[src/rtl/pe_ctrl_pkg.sv]
// Shared FSM state encoding and width helpers for the PE tile sequencer.
package pe_ctrl_pkg;

   typedef logic [1:0] state_t;

   localparam state_t ST_IDLE  = 2'd0;
   localparam state_t ST_RUN   = 2'd1;
   localparam state_t ST_DRAIN = 2'd2;
   localparam state_t ST_DONE  = 2'd3;

   // Address width for n entries, never narrower than one bit.
   function automatic int clog2_min1(input int n);
      return (n <= 2) ? 1 : $clog2(n);
   endfunction

endpackage

[src/rtl/pe_delay_line.sv]
// Fixed-depth enabled shift register: DEPTH enabled cycles from din to dout.
// Holds when en=0; sclr and aclr_n flush every stage to zero.
module pe_delay_line #(
   parameter int WIDTH = 8,
   parameter int DEPTH = 2
) (
   input  logic             clk,
   input  logic             aclr_n,
   input  logic             sclr,
   input  logic             en,
   input  logic [WIDTH-1:0] din,
   output logic [WIDTH-1:0] dout
);

   logic [WIDTH-1:0] pipe_q [DEPTH];
   logic [WIDTH-1:0] pipe_d [DEPTH];

   always_comb begin
      for (int i = 0; i < DEPTH; i++) pipe_d[i] = pipe_q[i];
      if (sclr) begin
         for (int i = 0; i < DEPTH; i++) pipe_d[i] = '0;
      end else if (en) begin
         pipe_d[0] = din;
         for (int i = 1; i < DEPTH; i++) pipe_d[i] = pipe_q[i-1];
      end
   end

   always_ff @(posedge clk or negedge aclr_n) begin
      if (!aclr_n) begin
         for (int i = 0; i < DEPTH; i++) pipe_q[i] <= '0;
      end else begin
         pipe_q <= pipe_d;
      end
   end

   assign dout = pipe_q[DEPTH-1];

endmodule

[src/rtl/pe_tile_sequencer.sv]
// PE tile address sequencer: walks W/I/O_In addresses per block, O_Out delayed O_PipeLat cycles.
// Addresses are zero-latency from state; stall freezes everything and gates valids. PE_TILE_SEQ_PERF_EN adds stall_cycles.
module pe_tile_sequencer
   import pe_ctrl_pkg::*;
#(
   parameter int W_PEGroupSize   = 4,
   parameter int O_PEGroupSize   = 4,
   parameter int I_PEGroupSize   = W_PEGroupSize + O_PEGroupSize - 1,
   parameter int W_PEAddrWidth   = clog2_min1(W_PEGroupSize),
   parameter int I_PEAddrWidth   = clog2_min1(I_PEGroupSize),
   parameter int O_PEAddrWidth   = clog2_min1(O_PEGroupSize),
   parameter int BlockCountWidth = 4,
   parameter int O_PipeLat       = 2
) (
   input  logic                       clk,
   input  logic                       aclr_n,
   input  logic                       sclr,
   input  logic                       start,
   input  logic [BlockCountWidth-1:0] block_count,
   input  logic                       stall,
   output logic                       busy,
   output logic                       done,
   output logic [W_PEAddrWidth-1:0]   W_PEAddr,
   output logic                       W_Valid,
   output logic [I_PEAddrWidth-1:0]   I_PEAddr,
   output logic                       I_Valid,
   output logic [O_PEAddrWidth-1:0]   O_In_PEAddr,
   output logic                       O_In_Valid,
   output logic [O_PEAddrWidth-1:0]   O_Out_PEAddr,
   output logic                       O_Out_Valid,
   output logic [BlockCountWidth-1:0] I_Block_Counter,
   output logic [BlockCountWidth-1:0] O_Out_Block_Counter,
   output logic                       I_BLOCK_FIRST,
   output logic                       I_BLOCK_LAST,
   output logic                       O_OUT_BLOCK_LAST
`ifdef PE_TILE_SEQ_PERF_EN
   ,
   output logic [15:0]                stall_cycles
`endif
);

   localparam int DL_W  = 1 + O_PEAddrWidth + BlockCountWidth;
   localparam int DRN_W = clog2_min1(O_PipeLat);
   localparam logic [I_PEAddrWidth-1:0]   BEAT_LAST   = I_PEAddrWidth'(I_PEGroupSize - 1);
   localparam logic [I_PEAddrWidth-1:0]   W_BEAT_LAST = I_PEAddrWidth'(W_PEGroupSize - 1);
   localparam logic [I_PEAddrWidth-1:0]   BEAT_ONE    = I_PEAddrWidth'(1);
   localparam logic [BlockCountWidth-1:0] BLK_ONE     = BlockCountWidth'(1);
   localparam logic [DRN_W-1:0]           DRN_LAST    = DRN_W'(O_PipeLat - 1);
   localparam logic [DRN_W-1:0]           DRN_ONE     = DRN_W'(1);

   state_t                     state_q, state_d;
   logic [I_PEAddrWidth-1:0]   beat_q, beat_d;
   logic [BlockCountWidth-1:0] blk_q, blk_d;
   logic [BlockCountWidth-1:0] count_q, count_d;
   logic [DRN_W-1:0]           drain_q, drain_d;

   logic            run;
   logic            start_ok;
   logic            w_phase;
   logic            o_phase;
   logic            o_out_vld_raw;
   logic [DL_W-1:0] dl_in;
   logic [DL_W-1:0] dl_out;

   assign run      = (state_q == ST_RUN);
   assign start_ok = (state_q == ST_IDLE) && start && !stall;
   assign w_phase  = (beat_q <= W_BEAT_LAST);
   assign o_phase  = (beat_q >= W_BEAT_LAST);

   always_comb begin
      state_d = state_q;
      beat_d  = beat_q;
      blk_d   = blk_q;
      count_d = count_q;
      drain_d = drain_q;
      if (sclr) begin
         state_d = ST_IDLE;
         beat_d  = '0;
         blk_d   = '0;
         count_d = '0;
         drain_d = '0;
      end else if (!stall) begin
         case (state_q)
            ST_IDLE: begin
               if (start) begin
                  count_d = block_count;
                  beat_d  = '0;
                  blk_d   = '0;
                  state_d = (block_count == '0) ? ST_DONE : ST_RUN;
               end
            end
            ST_RUN: begin
               if (beat_q == BEAT_LAST) begin
                  beat_d = '0;
                  if (blk_q == count_q - BLK_ONE) begin
                     blk_d   = '0;
                     drain_d = '0;
                     state_d = ST_DRAIN;
                  end else begin
                     blk_d = blk_q + BLK_ONE;
                  end
               end else begin
                  beat_d = beat_q + BEAT_ONE;
               end
            end
            ST_DRAIN: begin
               if (drain_q == DRN_LAST) begin
                  drain_d = '0;
                  state_d = ST_DONE;
               end else begin
                  drain_d = drain_q + DRN_ONE;
               end
            end
            default: state_d = ST_IDLE;
         endcase
      end
   end

   always_ff @(posedge clk or negedge aclr_n) begin
      if (!aclr_n) begin
         state_q <= ST_IDLE;
         beat_q  <= '0;
         blk_q   <= '0;
         count_q <= '0;
         drain_q <= '0;
      end else begin
         state_q <= state_d;
         beat_q  <= beat_d;
         blk_q   <= blk_d;
         count_q <= count_d;
         drain_q <= drain_d;
      end
   end

   // beat_q is zero outside RUN, so the addresses need no state gating.
   assign I_PEAddr    = beat_q;
   assign W_PEAddr    = w_phase ? W_PEAddrWidth'(beat_q) : '0;
   assign O_In_PEAddr = o_phase ? O_PEAddrWidth'(beat_q - W_BEAT_LAST) : '0;
   assign I_Valid     = run && !stall;
   assign W_Valid     = run && !stall && w_phase;
   assign O_In_Valid  = run && !stall && o_phase;

   assign I_Block_Counter = blk_q;
   assign I_BLOCK_FIRST   = run && (blk_q == '0);
   assign I_BLOCK_LAST    = run && (blk_q == count_q - BLK_ONE);

   assign busy = (state_q == ST_RUN) || (state_q == ST_DRAIN);
   assign done = (state_q == ST_DONE);

   assign dl_in = {run && o_phase, O_In_PEAddr, blk_q};

   pe_delay_line #(
      .WIDTH (DL_W),
      .DEPTH (O_PipeLat)
   ) u_o_out_dly (
      .clk    (clk),
      .aclr_n (aclr_n),
      .sclr   (sclr),
      .en     (!stall),
      .din    (dl_in),
      .dout   (dl_out)
   );

   assign {o_out_vld_raw, O_Out_PEAddr, O_Out_Block_Counter} = dl_out;
   assign O_Out_Valid      = o_out_vld_raw && !stall;
   assign O_OUT_BLOCK_LAST = busy && (O_Out_Block_Counter == count_q - BLK_ONE);

`ifdef PE_TILE_SEQ_PERF_EN
   logic [15:0] stall_cnt_q, stall_cnt_d;

   always_comb begin
      stall_cnt_d = stall_cnt_q;
      if (sclr || start_ok) begin
         stall_cnt_d = '0;
      end else if (stall && busy && (stall_cnt_q != 16'hFFFF)) begin
         stall_cnt_d = stall_cnt_q + 16'd1;
      end
   end

   always_ff @(posedge clk or negedge aclr_n) begin
      if (!aclr_n) stall_cnt_q <= '0;
      else         stall_cnt_q <= stall_cnt_d;
   end

   assign stall_cycles = stall_cnt_q;
`endif

endmodule
[config.mk]
export PLATFORM = sky130hd
export DESIGN_NAME = pe_tile_sequencer
export DESIGN_NICKNAME = d
export VERILOG_FILES = /design/src/rtl/pe_ctrl_pkg.sv /design/src/rtl/pe_delay_line.sv /design/src/rtl/pe_tile_sequencer.sv
export SDC_FILE = /design/constraint.sdc
export NUM_CORES = 1
export LEC_CHECK = 0
export ABC_AREA = 1
export ABC_CLOCK_PERIOD_IN_PS = 4300
export BUFFER_PORTS_ARGS = -buffer_cell sky130_fd_sc_hd__buf_2
export CAP_MARGIN = 20
export CORE_MARGIN = 1
export CORE_UTILIZATION = 40
export CTS_BUF_LIST = sky130_fd_sc_hd__clkbuf_4
export DETAILED_ROUTE_END_ITERATION = 10
export PLACE_DENSITY_LB_ADDON = 0.3
export SLEW_MARGIN = 20
export SYNTH_ARGS = -nofsm -noshare
export SYNTH_HDL_FRONTEND = slang
export SYNTH_SLANG_ARGS = --single-unit
[constraint.sdc]
create_clock -name clk -period 4.3 [get_ports clk]
set_clock_uncertainty 0.15 [all_clocks]
set_input_delay 0.86 -clock clk [delete_from_list [all_inputs] [get_ports clk]]
set_output_delay 0.86 -clock clk [all_outputs]
set_load 0.02 [all_outputs]
==> results of run 1 <==
[per-stage QoR]
step | std cells | instance area (um2) | utilization [%] | setup WS (ns) | total power [mW]
2_1_floorplan | 204 | 1637 | - | 1.781 | 0.6433
3_3_place_gp | 278 | 1807 | 47.56 | 1.793 | 0.7473
3_5_place_dp | 278 | 1807 | 47.56 | 1.790 | 0.7531
4_1_cts | 282 | 1859 | 48.95 | 1.395 | 0.9278
5_1_grt | 282 | 1859 | 48.95 | 1.259 | 0.9967
6_report | 282 | 1859 | 48.95 | 1.386 | 0.9236
[sequential cells by signal (all words and copies together), names as in the netlist]
register / flops
drain_q: 1
I_PEAddr: 3
count_q: 4
I_Block_Counter: 4
state_q: 2
u_o_out_dly.pipe_q: 7
u_o_out_dly.dout: 7
[final cells by class]
cell class / count / area, um2
inverter: 38 / 147.6
fill: 388 / 1939
timing repair buffer: 34 / 170.2
tap: 48 / 60.06
multi-input combinational: 130 / 728.2
clock inverter: 1 / 30.03
clock buffer: 3 / 22.52
sequential: 28 / 700.7
[power by group through the flow]
stage	Sequential (mW)	Clock [mW]	Combinational (mW)
floorplan	0.343	0	0.300
finish	0.332	0.176	0.416
global placement	0.336	0	0.411
global route	0.338	0.189	0.470
detailed placement	0.338	0	0.415
CTS	0.332	0.178	0.418
[critical path: stages, from the launching register on]
cell and delay [ns]:
dfrtp_1 0.43, inv_1 0.16, ha_1 0.29, a221oi_1 0.28, nand4_1 0.14, nor2_1 0.10, buf_2 0.17
[worst min path at each step]
stage | endpoint | slack (ns) | cells past startpoint
finish | drain_q | 0.35 | 2
global route | u_o_out_dly.dout[4] | 0.40 | 1
CTS | drain_q | 0.35 | 2
detailed placement | drain_q | 0.32 | 2
global placement | drain_q | 0.31 | 2
floorplan | drain_q | 0.29 | 2
[kinds of logic after synthesis]
group,synth area share (%)
flip-flops,42.81
buffers and inverters,12.69
XOR/XNOR,2.676
adder cells (fa/ha/maj),7.645
AO/OA/AOI/OAI,12.00
AND/OR/NAND/NOR,22.17
[synth_stat cells, types with 5 or more instances]
| library cell | instances |
|---|---|
| a21oi_1 | 7 |
| buf_4 | 6 |
| dfrtp_1 | 28 |
| ha_1 | 10 |
| inv_1 | 36 |
| nand2_1 | 41 |
| nand3_1 | 16 |
| nor2_1 | 15 |
| nor3_1 | 6 |
| o21ai_0 | 9 |
| o22ai_1 | 13 |
| xor2_1 | 5 |
[layer usage]
| layer | up-vias | track usage [%] |
|---|---|---|
| li1 | 708 | - |
| met1 | 642 | 23.92 |
| met2 | 30 | 27.81 |
| met3 | 2 | 4.138 |
| met4 | 0 | 2.394 |
| met5 | - | 0 |
==> metrics.csv, run 1 <==
metric,value,unit
final-hold-violation-count,0,
cts_tree,done,
dr_wl_met2,1547,um
synth_warnings,0,
yosys.area.top_type_share,42.81,%
seqPwrFrac,36.0,%
cts.hold.buffers_added,0,
tightest_slew,0.6204,ns
run_status,"complete, no violations",
dr_total_vias,1382,
cts_inserted_buffers,3,
required,3.29,ns
grt_start_max_net_pins,29,
reg2reg_to,state_q[0],
rows,22,
hold_ws,0.3492,ns
io_buffer_count,34,
layout_commonest_cell,nand2_1,
vdd_drop_max,0.3399,mV
crit_arrival,1.90,ns
finalNetCount,254,
final_cell_mix,"nand2_1 (41), inv_1 (36), buf_2 (34)",
dieWidth,65.97,um
cts_max_level,1,
synth.distinct_cells,24,
min_from,drain_q,
hp-class,flip-flop to flip-flop,
place.gp.congestion,0.8196,
ctsResizeCount,0,
synthCells,204,
core_area,0.003799,mm2
critPathLaunch,count_q[0],
finalSetupTns,0,ns
antenna_found_initial,0,
route.top_layer_used,met4,
clk_pin_slew,0.15,ns
postCtsSetupRepairBufs,0,
synth_edf_count,0,
die_h,65.97,um
drt-met1-wl,1712,um
cts_root_buf,clkbuf_4,
routedWlPerCell,12.12,um
reg2reg_slack,2.25,ns
syn_area,0.001637,mm2
dieArea,0.004351,mm2
ant_nets,0,
dr_wl_met3,135,um
drcViolationCount,0,
p_leak,1.026,nW
grt_pass1_vias,1255,
routed_wl,3418,um
insertion_delay,0.33,ns
comb_power_share,45.0,%
dpl.hpwl,2694,um
syn2layout_area_growth,13.61,%
yosysTopAreaCell,dfrtp_1,
drtPass1Iterations,4,
final.min_clock_period,2.914,ns
drt_iter0_drc,87,
crit_type,flip-flop to output pin,
p_sw_share,42.30,%
crit_path_start_kind,flip-flop,
maxCapViolations,0,
grt_pass1_wl,5740,um
ys_seq_elements,28,
diodes,0,
fmax,343.2,MHz
synth_area_leaders,"dfrtp_1 (43%), nand2_1 (9.4%), inv_1 (8.3%)",
internal_power,0.5329,mW
rr_worst_depth,10,
rsz0062_at_grt,false,
overflow,0,
endpoint,O_OUT_BLOCK_LAST,
setup_violations,0,
slew_headroom,58.64,%
pwr-share-clk,19.0,%
synth-main-ff-cell,dfrtp_1,
drv_slew,0,
synth_async_sr_flop_share,100.0,%
syn-num-nets,223,
io_pins,35,
post-route-period-util,67.76,%
via_per_inst,4.901,
crit_fanout,6,
cts.sinks,28,
worstReg2RegStart,count_q[0],
initial_core_util,43.08,%
netSwitchingPower,0.3907,mW
ys_seq_area_share,42.81,%
p_per_area,496.8,mW/mm2
grt_use_total,17.25,%
avgSynthCellArea,8.022,um2
drive_gt1_share,19.23,%
end_kind,output pin,
clockBufferDepth,2,
Note: power is estimated with default switching activity, not from simulation.
==> inputs of run 2 (changes only) <==
ABC_CLOCK_PERIOD_IN_PS = 2700   (was 4300)
clock period = 2.7 ns   (was 4.3 ns; I/O delays follow)
==> run 2 against run 1 <==
Sequential cell count did not move. Final area is 0.40% higher. Combinational power is 61% higher. Critical path depth is 2 higher. Register-to-register slack worse by 1.6 ns. Worst hold slack got worse by 0.31 ns. Sequential power grew 59%. Global-route usage down 0.13 points.
==> metrics.csv, run 2 (same netlist as run 1, synthesis figures left out) <==
metric,value,unit,change
run_status,"complete, no violations",,unchanged
internal_power,0.8542,mW,was 0.5329 mW
comb_power_share,45.5,%,was 45.0%
p_per_area,789.8,mW/mm2,was 496.8 mW/mm2
insertion_delay,0.34,ns,was 0.33 ns
diodes,0,,unchanged
worstReg2RegStart,count_q[0],,unchanged
drive_gt1_share,20.00,%,was 19.23%
grt_pass1_wl,5699,um,was 5740 um
dieWidth,65.97,um,unchanged
seqPwrFrac,35.7,%,was 36.0%
antenna_found_initial,0,,unchanged
cp_slowest_stage_delay,0.42,ns,was 0.43 ns
maxCapViolations,0,,unchanged
clockBufferDepth,2,,unchanged
clk_pin_slew,0.15,ns,about the same
cts_inserted_buffers,3,,unchanged
crit_fanout,6,,unchanged
crit_chain,inv_2 > ha_1 > xor2_1 > nand2_1 > nor2_1 > nand2_1 > nor2_1 > buf_2,,was inv_1 > ha_1 > a221oi_1 > nand4_1 > nor2_1 > buf_2
tightest_slew,0.6183,ns,was 0.6204 ns
vdd_drop_max,0.4276,mV,was 0.3399 mV
p_leak,1.031,nW,was 1.026 nW
slew_headroom,58.78,%,was 58.64%
post_dp_cell_area,0.001807,mm2,unchanged
syn2layout_area_growth,14.07,%,was 13.61%
dpl.hpwl,2656,um,was 2694 um
hp-class,input pin to async pin,,was flip-flop to flip-flop
design_area,0.001867,mm2,was 0.001859 mm2
p_sw_share,42.06,%,was 42.30%
grt_use_total,17.12,%,was 17.25%
die_h,65.97,um,unchanged
via_per_inst,4.912,,was 4.901
ant_nets,0,,unchanged
layout_commonest_cell,nand2_1,,unchanged
reg2reg_slack,0.70,ns,was 2.25 ns
core_area,0.003799,mm2,unchanged
cts.sinks,28,,unchanged
rows,22,,unchanged
io_buffer_count,34,,unchanged
setup_violations,0,,unchanged
crit_family,flip-flops,,unchanged
final-hold-violation-count,0,,unchanged
cts_root_buf,clkbuf_4,,unchanged
crit_path_start_kind,flip-flop,,unchanged
overflow,0,,unchanged
final.min_clock_period,2.527,ns,
routedWlPerCell,11.85,um,was 12.12 um
cp_num_buf_inv,2,,unchanged
place.gp.congestion,0.8203,,was 0.8196
drtPass1Iterations,4,,unchanged
rsz0062_at_grt,true,,was false
endpoint,I_BLOCK_LAST,,was O_OUT_BLOCK_LAST
pwr-share-clk,18.7,%,was 19.0%
drv_slew,0,,unchanged
reg2reg_to,state_q[0],,unchanged
critPathLaunch,count_q[0],,unchanged
finalNetCount,255,,was 254
required,2.01,ns,was 3.29 ns
drt_iter0_drc,72,,was 87
power,1.474,mW,was 0.9236 mW
cts.hold.buffers_added,0,,unchanged
netSwitchingPower,0.6201,mW,was 0.3907 mW
cts_max_level,1,,unchanged
rr_worst_depth,10,,unchanged
routed_wl,3354,um,was 3418 um
dieArea,0.004351,mm2,unchanged
final_cell_mix,"nand2_1 (41), inv_1 (35), buf_2 (34)",,"was nand2_1 (41), inv_1 (36), buf_2 (34)"
post-route-period-util,93.60,%,
dr_total_vias,1390,,was 1382
crit_arrival,1.84,ns,was 1.90 ns
cts_tree,done,,unchanged
end_kind,output pin,,unchanged
drcViolationCount,0,,unchanged
path_depth,8,,was 6
grt_pass1_vias,1290,,was 1255
fmax,395.7,MHz,
io_pins,35,,unchanged
initial_core_util,43.08,%,unchanged
crit_path_top_delay_cell,dfrtp_1,,unchanged
grt_start_max_net_pins,29,,unchanged
crit_type,flip-flop to output pin,,unchanged
==> run 2: repair_timing <==
action,CTS,global route
setup buffers,0,1
setup endpoints to repair,0,2
gates resized for setup,0,1
==> run 2: how the worst min path moves through the flow <==
stage	depth (start not counted)	startpoint	slack, ns	to
final	1	aclr_n	0.04	u_o_out_dly.dout[5]
after floorplan	0	aclr_n	0.09	I_Block_Counter[0]
after CTS	1	aclr_n	0.06	u_o_out_dly.dout[3]
after detailed placement	2	drain_q	0.31	drain_q
after global placement	2	drain_q	0.31	drain_q
after global routing	1	aclr_n	0.07	u_o_out_dly.dout[5]
==> run 2: worst reg2reg max path, stage by stage (launching register included) <==
cell	delay, ns
dfrtp_1	0.42
inv_2	0.08
ha_1	0.34
xor2_1	0.16
nand2_1	0.06
nor2_1	0.10
nand2_1	0.10
nand2_1	0.28
nand2_1	0.12
nand2_1	0.07
nand2_1	0.04
==> run 2: layout make-up <==
| type | count | area, um2 |
|---|---|---|
| Clock buffer | 3 | 22.52 |
| Tap cell | 48 | 60.06 |
| Inverter | 38 | 147.6 |
| Sequential cell | 28 | 700.7 |
| Timing Repair Buffer | 35 | 177.7 |
| Clock inverter | 1 | 30.03 |
| Fill cell | 392 | 1932 |
| Multi-Input combinational cell | 130 | 728.2 |
==> run 2: routing by layer <==
layer / vias up / track usage, % / routed length (um)
met5: - / 0 / 0
met4: 0 / 5.585 / 65
met3: 8 / 3.793 / 147
met2: 30 / 26.53 / 1506
met1: 635 / 23.54 / 1634
li1: 717 / - / -
==> run 2: stage by stage <==
| stage | utilization, % | hold slack [ns] | TNS, ns | worst slack (ns) | instances |
|---|---|---|---|---|---|
| global placement | 47.56 | 0.3095 | 0 | 0.5127 | 278 |
| CTS | 48.95 | 0.06186 | 0 | 0.1166 | 282 |
| finish | 49.14 | 0.03717 | 0 | 0.1728 | 283 |
| global route | 49.14 | 0.07300 | -0.01813 | -0.01813 | 283 |
| floorplan | - | 0.09441 | 0 | 0.5007 | 204 |
| detailed placement | 47.56 | 0.3134 | 0 | 0.5178 | 278 |
==> run 2: power groups by stage <==
stage | clock network, mW | registers (mW) | logic [mW]
final | 0.276 | 0.527 | 0.671
after global routing | 0.303 | 0.536 | 0.761
after CTS | 0.285 | 0.528 | 0.664
after detailed placement | 0 | 0.536 | 0.660
after global placement | 0 | 0.536 | 0.654
after floorplan | 0 | 0.547 | 0.478
==> inputs of run 3 (changes only) <==
ABC_CLOCK_PERIOD_IN_PS = unset   (was 2700)
SYNTH_HIERARCHICAL = 1   (was unset)
==> run 3 against run 2 <==
Register-to-register slack better by 0.11 ns. Clock-buffer cell count unchanged. Non-clock buffer count stayed put. Worst hold slack improved by 0.0030 ns. Power decreased by 7.7%. Sequential cell count unchanged. Worst setup slack improved by 0.0017 ns. Clock power hardly changed. Wire length is 7.5% higher. Via count grew 4.3%. Critical path type unchanged. Largest cell class unchanged.
==> metrics.csv, run 3 <==
metric,value,unit,change
syn-num-nets,243,,was 223
crit_arrival,1.84,ns,about the same
synth_warnings,6,,was 0
reg2reg_slack,0.81,ns,was 0.70 ns
synth.distinct_cells,24,,unchanged
diodes,0,,unchanged
grt_use_total,17.40,%,was 17.12%
antenna_found_initial,0,,unchanged
p_leak,1.116,nW,was 1.031 nW
clockBufferDepth,2,,unchanged
synth_area_leaders,"dfrtp_1 (40%), nand2_1 (13%), nand3_1 (7.7%)",,"was dfrtp_1 (43%), nand2_1 (9.4%), inv_1 (8.3%)"
io_pins,35,,unchanged
dieArea,0.004657,mm2,was 0.004351 mm2
yosysTopAreaCell,dfrtp_1,,unchanged
required,2.01,ns,about the same
layout_commonest_cell,nand2_1,,unchanged
ant_nets,0,,unchanged
nFillCells,421,,was 392
synthCells,224,,was 204
avgSynthCellArea,7.837,um2,was 8.022 um2
final.min_clock_period,2.526,ns,was 2.527 ns
maxCapViolations,0,,unchanged
via_per_inst,4.882,,was 4.912
grt_pass1_vias,1356,,was 1290
initial_core_util,42.66,%,was 43.08%
overflow,0,,unchanged
finalSetupTns,0,ns,unchanged
grt_start_max_net_pins,29,,unchanged
hp-class,input pin to async pin,,unchanged
rows,23,,was 22
cts.hold.buffers_added,0,,unchanged
core_area,0.004115,mm2,was 0.003799 mm2
crit_type,flip-flop to output pin,,unchanged
drcViolationCount,0,,unchanged
syn2layout_area_growth,10.34,%,was 14.07%
insertion_delay,0.34,ns,about the same
synth_commonest_cells,"nand2_1 (60), dfrtp_1 (28), inv_1 (27), nand3_1 (27), buf_4 (13)",,"was nand2_1 (41), inv_1 (36), dfrtp_1 (28), nand3_1 (16), nor2_1 (15)"
critPathLaunch,state_q[1],,was count_q[0]
fmax,395.9,MHz,was 395.7 MHz
setup_violations,0,,unchanged
drive_gt1_share,21.86,%,was 20.00%
cts.sinks,28,,unchanged
dpl.hpwl,2682,um,was 2656 um
run_status,"complete, no violations",,unchanged
clk_pin_slew,0.16,ns,was 0.15 ns
place.gp.congestion,0.7692,,was 0.8203
cts_inserted_buffers,3,,unchanged
synth-main-ff-cell,dfrtp_1,,unchanged
vdd_drop_max,0.4156,mV,was 0.4276 mV
final_core_util,47.07,%,was 49.14%
worstReg2RegStart,state_q[1],,was count_q[0]
slew_headroom,57.84,%,was 58.78%
grt_pass1_wl,6009,um,was 5699 um
cts_max_level,1,,unchanged
post-route-period-util,93.54,%,was 93.60%
final-hold-violation-count,0,,unchanged
p_per_area,702.8,mW/mm2,was 789.8 mW/mm2
drt_iter0_drc,108,,was 72
cts_root_buf,clkbuf_4,,unchanged
io_buffer_count,34,,unchanged
syn_area,0.001755,mm2,was 0.001637 mm2
crit_path_start_kind,flip-flop,,unchanged
routed_wl,3606,um,was 3354 um
ys_seq_elements,28,,unchanged
tightest_slew,0.6325,ns,was 0.6183 ns
hold_ws,0.04020,ns,was 0.03717 ns
yosys.area.top_type_share,39.91,%,was 42.81%
crit_fanout,5,,was 6
drtPass1Iterations,4,,unchanged
final_cell_mix,"nand2_1 (60), buf_2 (33), dfrtp_1 (28)",,"was nand2_1 (41), inv_1 (35), buf_2 (34)"
yosysMostFrequentCell,nand2_1,,unchanged
ys_seq_area_share,39.91,%,was 42.81%
routedWlPerCell,12.14,um,was 11.85 um
fin_cells,297,,was 283
die_h,68.25,um,was 65.97 um
drv_slew,0,,unchanged
synth_async_sr_flop_share,100.0,%,unchanged
end_kind,output pin,,unchanged
rsz0062_at_grt,false,,was true
synth_edf_count,0,,unchanged
place_inst,292,,was 278
dieWidth,68.25,um,was 65.97 um
cts_tree,done,,unchanged
dr_total_vias,1450,,was 1390
finalNetCount,267,,was 255
[run 3: cell types whose count changed in the layout (fill, tap and decap cells not counted), sizes merged, moves of 2 or more]
cell / delta
inv: -8
nand2: +20
nor2: -2
nand3: +12
o22ai: -10
[run 3: area by class of cell]
cell class	count	area [um2]	area share [%]
Sequential cell	28	700.7	36.18
Multi-Input combinational cell	150	828.3	42.76
Inverter	30	112.6	5.814
Timing Repair Buffer	35	180.2	9.302
Tap cell	50	62.56	3.230
Clock inverter	1	30.03	1.550
Clock buffer	3	22.52	1.163
[run 3: critical path: stages (launching register included)]
cell	delay (ns)
dfrtp_1	0.45
inv_1	0.09
ha_1	0.33
o21ai_0	0.09
a211o_1	0.29
nor3_2	0.10
buf_4	0.16
[run 3: what timing repair did]
action                     CTS  global route
setup endpoints to repair    0             2
resized for setup            0             4
buffers inserted             0             1
[run 3: per-stage QoR]
step	instance area, um2	total power, mW	worst slack, ns
finish	1937	1.361	0.1744
global route	1937	1.455	0.03350
CTS	1909	1.356	0.07860
detailed placement	1857	1.076	0.4693
global placement	1857	1.071	0.5198
floorplan	1755	0.9359	0.3076
[run 3: routing by layer]
layer	vias to the layer above	global-route usage, %	part of all wire [%]
met5	-	0	0
met4	0	5.469	1.2
met3	5	2.500	4.3
met2	36	29.04	46
met1	663	23.01	48
li1	746	-	-
[run 3: path summary, 6_finish.rpt]
check,endpoint,cells after the start
hold / removal,u_o_out_dly/dout[2],1
setup reg to reg,state_q[1],10
max in group asynchronous,I_PEAddr[0],1
hold reg to reg,u_o_out_dly/dout[4],2
min in group clk,count_q[1],3
setup / recovery,O_OUT_BLOCK_LAST,6
[run 3: where the power goes]
group          leakage, nW  switching (mW)  internal [mW]
combinational        0.704           0.373          0.192
sequential           0.383          0.0536          0.464
clock               0.0279           0.128          0.150
total                 1.12           0.555          0.807
[run 3: cell families after synthesis]
kind of cell    count (synthesis)  synth area share [%]
buf+inv                        46                 13.90
compound gates                 22                 7.413
fa+ha+maj                      10                 7.128
xor+xnor                        7                 3.493
flops                          28                 39.91
simple gates                  111                 28.15
